File: config.mk
export PLATFORM = sky130hd
export DESIGN_NAME = psram_arbiter
export DESIGN_NICKNAME = d
export VERILOG_FILES = /design/src/rtl/psram_arbiter.sv
export SDC_FILE = /design/constraint.sdc
export NUM_CORES = 1
export LEC_CHECK = 0
export ABC_AREA = 1
export CORE_MARGIN = 2
export CORE_UTILIZATION = 53
export DETAILED_ROUTE_END_ITERATION = 10
export GPL_ROUTABILITY_DRIVEN = 0
export GPL_TIMING_DRIVEN = 0
export PLACE_DENSITY = 0.82
export SETUP_SLACK_MARGIN = 0.2
export SYNTH_ARGS = -nofsm -noshare
export SYNTH_HDL_FRONTEND = slang
export SYNTH_SLANG_ARGS = --single-unit
export TNS_END_PERCENT = 30
File: constraint.sdc
create_clock -name clk -period 3.95 [get_ports clk]
set_input_delay 0.5925 -clock clk [delete_from_list [all_inputs] [get_ports clk]]
set_output_delay 0.5925 -clock clk [all_outputs]
set_load 0.05 [all_outputs]
File: src/rtl/psram_arbiter.sv
// -----------------------------------------------------------------------------
// psram_arbiter
//
// Two-port round-robin arbiter in front of a PSRAM command engine. Each
// accepted burst is clamped to at most 32 bytes and split into at most two
// engine commands so that no command crosses a PAGE_BYTES page. The requester
// gets a single reqN_done pulse once the whole burst has completed, or once the
// engine has gone silent for TIMEOUT_CYCLES (timeout_err is then set, sticky).
//
// Ports
//   clk, reset          : rising-edge clock, synchronous active-high reset
//   init_done           : engine finished its power-up sequence (used once)
//   reqN_valid/ready    : request handshake, N = 0,1
//   reqN_we/addr/len    : request direction, byte address, length (0 => 32)
//   reqN_done           : one-cycle completion pulse for requester N
//   eng_valid/ready     : command handshake to the engine
//   eng_we/addr/len/src : command payload and owning requester id
//   eng_done            : engine finished the current command
//   busy                : arbiter is not idle in ARB
//   timeout_err         : sticky engine-timeout flag
//
// Handshake semantics (both request ports and the engine port): a transfer
// happens on a rising edge where valid && ready are both high. The sender
// keeps valid and payload stable until then; ready never waits on anything
// other than valid and the arbiter's own state.
// -----------------------------------------------------------------------------
module psram_arbiter #(
  parameter int TIMEOUT_CYCLES = 1024,
  parameter int PAGE_BYTES     = 1024
) (
  input  logic        clk,
  input  logic        reset,
  input  logic        init_done,
  input  logic        req0_valid,
  output logic        req0_ready,
  input  logic        req0_we,
  input  logic [21:0] req0_addr,
  input  logic [5:0]  req0_len,
  output logic        req0_done,
  input  logic        req1_valid,
  output logic        req1_ready,
  input  logic        req1_we,
  input  logic [21:0] req1_addr,
  input  logic [5:0]  req1_len,
  output logic        req1_done,
  output logic        eng_valid,
  input  logic        eng_ready,
  output logic        eng_we,
  output logic [21:0] eng_addr,
  output logic [5:0]  eng_len,
  output logic        eng_src,
  input  logic        eng_done,
  output logic        busy,
  output logic        timeout_err
);

  localparam int OFFW = $clog2(PAGE_BYTES);
  localparam logic [OFFW:0] PAGE_W = (OFFW + 1)'(PAGE_BYTES);
  localparam int CNTW = (TIMEOUT_CYCLES > 1) ? $clog2(TIMEOUT_CYCLES) : 1;
  localparam logic [CNTW-1:0] CNT_MAX = CNTW'(TIMEOUT_CYCLES - 1);

  typedef enum logic [2:0] {
    S_WAIT_INIT,
    S_ARB,
    S_ISSUE,
    S_WAIT_DONE,
    S_SPLIT,
    S_FINISH
  } state_t;

  state_t          state_q;
  logic            last_gnt_q;
  logic            timeout_err_q;
  logic [CNTW-1:0] cnt_q;
  logic            pend_q;
  logic [21:0]     nxt_addr_q;
  logic [5:0]      nxt_len_q;
  logic            eng_valid_q;
  logic            eng_we_q;
  logic [21:0]     eng_addr_q;
  logic [5:0]      eng_len_q;
  logic            eng_src_q;
  logic            busy_q;
  logic [1:0]      done_q;

  // Arbitration and capture-side chunk computation.
  logic            in_arb;
  logic            win_d;
  logic            xfer_d;
  logic            sel_we_d;
  logic [21:0]     sel_addr_d;
  logic [5:0]      sel_len_d;
  logic [5:0]      len_eff_d;
  logic [OFFW:0]   room_d;
  logic            split_d;

  always_comb begin
    in_arb     = (state_q == S_ARB);
    // On a tie the port that was not granted last wins.
    win_d      = (req0_valid && req1_valid) ? ~last_gnt_q : req1_valid;
    req0_ready = in_arb && req0_valid && !win_d;
    req1_ready = in_arb && req1_valid && win_d;
    xfer_d     = req0_ready || req1_ready;
    sel_we_d   = win_d ? req1_we   : req0_we;
    sel_addr_d = win_d ? req1_addr : req0_addr;
    sel_len_d  = win_d ? req1_len  : req0_len;
    len_eff_d  = (sel_len_d == 6'd0 || sel_len_d > 6'd32) ? 6'd32 : sel_len_d;
    // Bytes left before the end of the page holding the start address.
    room_d     = PAGE_W - {1'b0, sel_addr_d[OFFW-1:0]};
    split_d    = int'(len_eff_d) > int'(room_d);
  end

  always_ff @(posedge clk) begin
    if (reset) begin
      state_q       <= S_WAIT_INIT;
      last_gnt_q    <= 1'b1;
      timeout_err_q <= 1'b0;
      cnt_q         <= '0;
      pend_q        <= 1'b0;
      nxt_addr_q    <= '0;
      nxt_len_q     <= '0;
      eng_valid_q   <= 1'b0;
      eng_we_q      <= 1'b0;
      eng_addr_q    <= '0;
      eng_len_q     <= '0;
      eng_src_q     <= 1'b0;
      busy_q        <= 1'b1;
      done_q        <= 2'b00;
    end else begin
      done_q <= 2'b00;
      case (state_q)
        S_WAIT_INIT: begin
          if (init_done) begin
            state_q <= S_ARB;
            busy_q  <= 1'b0;
          end
        end
        S_ARB: begin
          if (xfer_d) begin
            last_gnt_q  <= win_d;
            eng_we_q    <= sel_we_d;
            eng_src_q   <= win_d;
            eng_addr_q  <= sel_addr_d;
            eng_len_q   <= split_d ? 6'(room_d) : len_eff_d;
            // Second chunk starts on the next page; the address wraps at 4 MiB.
            nxt_addr_q  <= sel_addr_d + 22'(room_d);
            nxt_len_q   <= len_eff_d - 6'(room_d);
            pend_q      <= split_d;
            eng_valid_q <= 1'b1;
            busy_q      <= 1'b1;
            state_q     <= S_ISSUE;
          end
        end
        S_ISSUE: begin
          if (eng_ready) begin
            eng_valid_q <= 1'b0;
            cnt_q       <= '0;
            state_q     <= S_WAIT_DONE;
          end
        end
        S_WAIT_DONE: begin
          // A done arriving on the last allowed cycle still counts as success.
          if (eng_done) begin
            if (pend_q) begin
              state_q <= S_SPLIT;
            end else begin
              state_q <= S_FINISH;
              done_q  <= eng_src_q ? 2'b10 : 2'b01;
            end
          end else if (cnt_q == CNT_MAX) begin
            timeout_err_q <= 1'b1;
            pend_q        <= 1'b0;
            state_q       <= S_FINISH;
            done_q        <= eng_src_q ? 2'b10 : 2'b01;
          end else begin
            cnt_q <= cnt_q + 1'b1;
          end
        end
        S_SPLIT: begin
          eng_addr_q  <= nxt_addr_q;
          eng_len_q   <= nxt_len_q;
          pend_q      <= 1'b0;
          eng_valid_q <= 1'b1;
          state_q     <= S_ISSUE;
        end
        S_FINISH: begin
          busy_q  <= 1'b0;
          state_q <= S_ARB;
        end
        default: begin
          eng_valid_q <= 1'b0;
          busy_q      <= 1'b1;
          state_q     <= S_WAIT_INIT;
        end
      endcase
    end
  end

  assign eng_valid   = eng_valid_q;
  assign eng_we      = eng_we_q;
  assign eng_addr    = eng_addr_q;
  assign eng_len     = eng_len_q;
  assign eng_src     = eng_src_q;
  assign busy        = busy_q;
  assign timeout_err = timeout_err_q;
  assign req0_done   = done_q[0];
  assign req1_done   = done_q[1];

endmodule

# Yosys cells after proc, flatten, opt, wreduce, memory -nomap -nowiden
# Cells that the tools add are included.
totals:
  output_inout_bits: 37
  register_bits: 78
  wordCells: 96
op_classes:
  order_cmp: 2
  n_reduce_logical: 24
  muxes: 34
  n_bitwise: 5
  n_eq_ne: 13
  add_sub_neg: 4
op_table:
  columns: ["operator", "n"]
  rows:
  - ["$mux 22", 2]
  - ["$pmux 22 s2", 1]
  - ["$mux 10", 3]
  - ["$mux 6", 4]
  - ["$add 22x11->22", 1]
  - ["$pmux 10 s2", 1]
  - ["$pmux 3 s6", 1]
  - ["$mux 3", 5]
  - ["$pmux 6 s2", 1]
  - ["$reduce_and 4->1", 3]
  - ["$gt 6x11->1", 1]
  - ["$sub 11x10->11 const A", 1]
  - ["$add 10x1->10 const B", 1]
  - ["$eq 10x10->1 const B", 1]
  - ["$ne 2x2->1 const B", 5]
  - ["$mux 1", 9]
  - ["$reduce_and 3->1", 3]
  - ["$mux 2", 4]
  - ["$pmux 1 s4", 2]
  - ["$eq 3x2->1 const B", 2]
  - ["$eq 3x3->1 const B", 2]
  - ["$gt 6x6->1 const B", 1]
  - ["$logic_not 6->1", 1]
  - ["$reduce_or 3->1", 2]
  - ["other kinds (14)", 25]

# Logic depth before layout (Yosys ltp)
depth:
  ltp_word: 10
  mapped_depth: 26
  depth_no_buf: 25

# Worst setup path after synthesis
# Ideal clock, no wire load.
synth_path:
  path_type: "input -> register"
  start: "in req1_valid"
  end: "reg eng_len_q[1] (netlist: eng_len[1])"
  t_arrival_ns: 3.285
  setup_time_ns: 0.132
  cell_stages: 23
  path_buffers: 3
  setup_slack_ns: 0.533
  cell_sequence: "buf_4 > nand2_4 > inv_2 > buf_2 > or2_2 > o21a_1 > nor3_2 > nor2_1 > inv_2 > nand2_2 > nand2_1 > inv_1 > ha_1 > nand2_1 > o21ai_0 > a21oi_1 > o21bai_1 > nand2_1 > nand2_1 > nand3_1 > buf_2 > o211ai_1 > a21oi_1"
synth_between:
  elab_chain_len: 10
  word_cells_on_any_way: 20
synth_lines:
  columns: ["element", "line_no", "rtl"]
  rows:
  - ["from (decl)", "40", "input logic req1_valid,"]
  - ["$logic_and 1x1->1", "100", "win_d = (req0_valid && req1_valid) ? ~last_gnt_q : req1_valid;"]
  - ["$mux 1", "100", null]
  - ["$mux 6", "106", "sel_len_d = win_d ? req1_len : req0_len;"]
  - ["$gt 6x6->1 or $logic_not 6->1 (tied branches)", "107", "len_eff_d = (sel_len_d == 6'd0 || sel_len_d > 6'd32) ? 6'd32 : sel_len_d;"]
  - ["$logic_or 1x1->1", "107", null]
  - ["$mux 6", "107", null]
  - ["$gt 6x11->1", "110", "split_d = int'(len_eff_d) > int'(room_d);"]
  - ["$mux 6", "144", "eng_len_q <= split_d ? 6'(room_d) : len_eff_d;"]
  - ["$mux 6", "139", "if (xfer_d) begin"]
  - ["$pmux 6 s2", "131", "case (state_q)"]
  - ["to (signal assigned)", "144", null]
  - ["to (signal assigned)", "181", "eng_len_q <= nxt_len_q;"]
  - ["to (decl)", "81", "logic [5:0] eng_len_q;"]
# Parallel ways exist; a longest one is shown, timed or not. The select of a mux whose other input is x is not followed.
# A chain may end at the register's enable or synchronous reset.

# Final worst setup path
layout_path:
  start: "reg last_gnt_q"
  end: "reg eng_len_q[5] (netlist: eng_len[5])"
layout_between:
  elab_chain_len: 10
  word_cells_on_any_way: 19
layout_lines:
  columns: ["element", "line_no", "rtl"]
  rows:
  - ["from (decl)", "72", "logic last_gnt_q;"]
  - ["from (signal assigned)", "140", "last_gnt_q <= win_d;"]
  - ["$not 1->1 (*)", "100", null]
  - ["$mux 1 (*)", "100", null]
  - ["$mux 6", "106", null]
  - ["$gt 6x6->1 or $logic_not 6->1 (tied branches)", "107", null]
  - ["$logic_or 1x1->1", "107", null]
  - ["$mux 6", "107", null]
  - ["$gt 6x11->1", "110", null]
  - ["$mux 6", "144", null]
  - ["$mux 6", "139", null]
  - ["$pmux 6 s2", "131", null]
# Mark *: on every way between the ends. The rest lies on a longest branch, timed or not. The select of a mux whose other input is x is not followed.

==> flow_summary_export.csv <==
group,metric,value,unit
global_routing,grt_pass1_vias,4933,
synth,post_synth.cell_area_avg,6.43,um2
detailed_routing,drc,0,
floorplanning,die-area,10600,um2
final_layout,fin_cells,1059,
cts,cts_buffers,9,
cts,root_buffer,"clkbuf_8",
detailed_routing,routed_wirelength,14.7,mm
min_path,min_path_type,"reg2reg",
synth,yosysWarnings,0,
final_layout,syn2layout_area_growth,27.2,%
floorplanning,die_w,103,um
cts,clock_path_buffers,2,
critical_path,crit_arrival,3730,ps
synth,ys_async_sr_fraction,0,%
floorplanning,initial_utilization,53.9,%
sta,clock_skew,8.37,ps
detailed_routing,routedWlPerCell,13.9,um
floorplanning,fp.coreArea,9640,um2
cts,cts_tree,"built",
detailed_routing,ant_nets,0,
place,port_buffers,99,
synth,yosysMostFrequentCell,"nand2_1",
synth,synth_cell_types,46,
synth,postSynthCellCount,808,
global_routing,grt.total_usage,28.2,%
critical_path,cp_max_fo,10,
sta,setup_ws,502,ps
critical_path,crit_chain,"nand2_4 > nand2_4 > inv_2 > buf_2 > or2_2 > o21a_1 > nor3_2 > nor2_1 > inv_2 > nand2_2 > nand2_1 > inv_1 > ha_4 > nand2_1 > o21ai_2 > a21oi_1 > o21bai_1 > nand2_1 > nand2_1 > nand3_1 > buf_4 > a21oi_1 > o21ai_1 > a21oi_1",
power,p_per_area,480,nW/um2
sta,hold_viol,0,
place,dp_cells,1040,
sta,setup_viol,0,
sta,slew-limit-headroom,57.6,%
synth,synth_area_leaders,"dfxtp_1, nand2_1, inv_1, a21oi_1, nor2_1",
final_layout,antenna_cells,0,
critical_path,cp_common_cell,"nand2_1",
synth,synth_ff_type,"dfxtp_1",
final_layout,fill_cells,919,
synth,synth_top_area_share,28.9,%
cts,worstSkewPairLatency,360,ps
global_routing,antenna_found_initial,0,
detailed_routing,routed_via_density,5.27,
power,p_leak,3.09,nW
detailed_routing,vias,5579,
global_routing,grt_pass1_wl,23.2,mm
cts,clk_pin_slew,80,ps
critical_path,critPathKind,"reg2reg",
critical_path,end_kind,"register",
synth,synth-seq-cells,75,
synth,synth-edff-count,0,
sta,rsz0062_at_grt,"false",
synth,synth_area,5200,um2
synth,synth_top_area_cell,"dfxtp_1",
sta,timing_worst_slew_pin_value,636,ps
critical_path,cp-start-kind,"register",
final_layout,layout.nets,1006,
detailed_routing,firstDrtPassIters,5,
cts,htree_num_levels,3,
power,vdd_drop_max,0.254,mV
flow_run,maxCapViolations,0,
floorplanning,ioPinCount,102,
floorplanning,num_rows,36,
sta,fin_crit_sh,87.3,%
sta,finalSetupTns,0,ps
global_routing,grt_max_degree,14,
floorplanning,die_y,103,um
synth,ys_top_cells_by_count,"nand2_1, inv_1, dfxtp_1",
sta,max_freq,290,MHz
final_layout,layout-drive-gt1-share,10.6,%
final_layout,final_util,68.6,%
cts,cts.sinks,75,
global_routing,gr-total-overflow,0,
critical_path,cp_slowest_cell,"dfxtp_1",
synth,ys_seq_area_share,28.9,%
run_status,run_status,"finished, final reports clean",
critical_path,max_stage_delay,380,ps
detailed_routing,drt_iter0_drc,424,
place,hpwl,11.4,mm
place,preCtsSetupSlack,-485,ps
sta,fin_crit,3450,ps
sta,slew_viol_final,0,
critical_path,worstPathRequired,4240,ps
synth,syn_nets,893,
-- power breakdown --
part | total [mW] | internal (mW) | switching (mW)
logic | 1.53 | 0.524 | 1.00
registers | 0.992 | 0.908 | 0.0837
clock network | 0.651 | 0.357 | 0.294
-- cell families after synthesis --
| group | after synthesis | synth area share, % |
|---|---|---|
| AOI/OAI and AO/OA | 136 | 15.5 |
| xor gates and xnor gates | 14 | 2.36 |
| adders and majority gates | 20 | 4.96 |
| buffers and inverters | 154 | 12.2 |
| DFF | 75 | 28.9 |
| muxes | 3 | 0.578 |
| and+or+nand+nor | 406 | 35.6 |
-- worst max-delay path, delay by kind of cell (launching register included) --
family	cells	cell delay [ps]
buffers and inverters	5	560
adders and majority gates	1	290
and+or+nand+nor	11	1230
DFF	1	380
AOI/OAI and AO/OA	7	930
-- per-stage QoR --
stage | hold slack, ps | total power, mW | cell area, um2
3_3_place_gp | 451 | 2.47 | 6350
5_1_grt | 483 | 3.37 | 6610
6_report | 466 | 3.17 | 6610
2_1_floorplan | 438 | 2.05 | 5200
3_5_place_dp | 455 | 2.49 | 6350
4_1_cts | 467 | 3.14 | 6580
-- metal layers --
metal	track usage, %	vias up	share of wire, %
met5	0	-	0
met4	10.8	0	2.2
li1	-	2811	-
met2	46.1	252	46
met1	37.7	2482	43
met3	3.66	34	8.5
-- final cells by class --
type / instances / area, um2 / share of cell area (%)
buffer: 28 / 161 / 2.44
clock buffer: 10 / 128 / 1.93
clock inverter: 6 / 90.1 / 1.36
inverter: 126 / 473 / 7.16
multi-input combinational: 579 / 3080 / 46.6
sequential: 75 / 1500 / 22.7
tap: 133 / 166 / 2.52
timing repair buffer: 102 / 1010 / 15.3
-- sequential cells by signal, summed over array words and instances, names as in the netlist --
register,count
eng_valid,1
last_gnt_q,1
eng_len,6
nxt_len_q,6
busy,1
timeout_err,1
eng_addr,22
eng_we,1
nxt_addr_q,19
pend_q,1
cnt_q,10
done_q,2
eng_src,1
state_q,3
-- worst paths after layout --
kind | start | slack [ps] | endpoint | depth (start not counted)
setup / recovery | last_gnt_q$_SDFFE_PP1P_ | 500 | eng_len[5]$_SDFFE_PP0P_ | 24
hold / removal | eng_addr[11]$_SDFFE_PP0P_ | 470 | eng_addr[11]$_SDFFE_PP0P_ | 2
setup reg to reg | last_gnt_q$_SDFFE_PP1P_ | 500 | eng_len[5]$_SDFFE_PP0P_ | 24
hold reg to reg | eng_addr[11]$_SDFFE_PP0P_ | 470 | eng_addr[11]$_SDFFE_PP0P_ | 2
-- cells in the final DEF, fill, tap and decap left out, types with 4 or more instances in the layout --
cell             count
clkbuf_1            14
buf_4                5
nand2_4              4
xor2_1              13
nor2_2               6
clkbuf_8             9
o21ai_0             29
inv_2               10
inv_1              116
a22o_1               5
a22oi_1              7
dfxtp_1             75
nand2_1            214
or2_1                4
a21oi_1             53
nor3_1              13
nand4_1              9
nand3_1             40
o21ai_1              8
nand2_2             18
o21ai_2              7
o211ai_1             4
buf_2                9
or2_2                6
nand3_2              5
nand3b_1             5
a31oi_1              9
a2bb2oi_1            4
clkdlybuf4s50_1     98
nor2_4               4
nor2_1              69
ha_1                18
-- timing repair --
item | CTS | global route
cloned | 0 | 0
pin swaps | 1 | 2
endpoints found under the setup margin | 7 | 7
buffers inserted | 1 | 2
resized for setup | 3 | 5
hold buffers | 0 | 0
No activity file was read; power rests on OpenSTA's default activity.
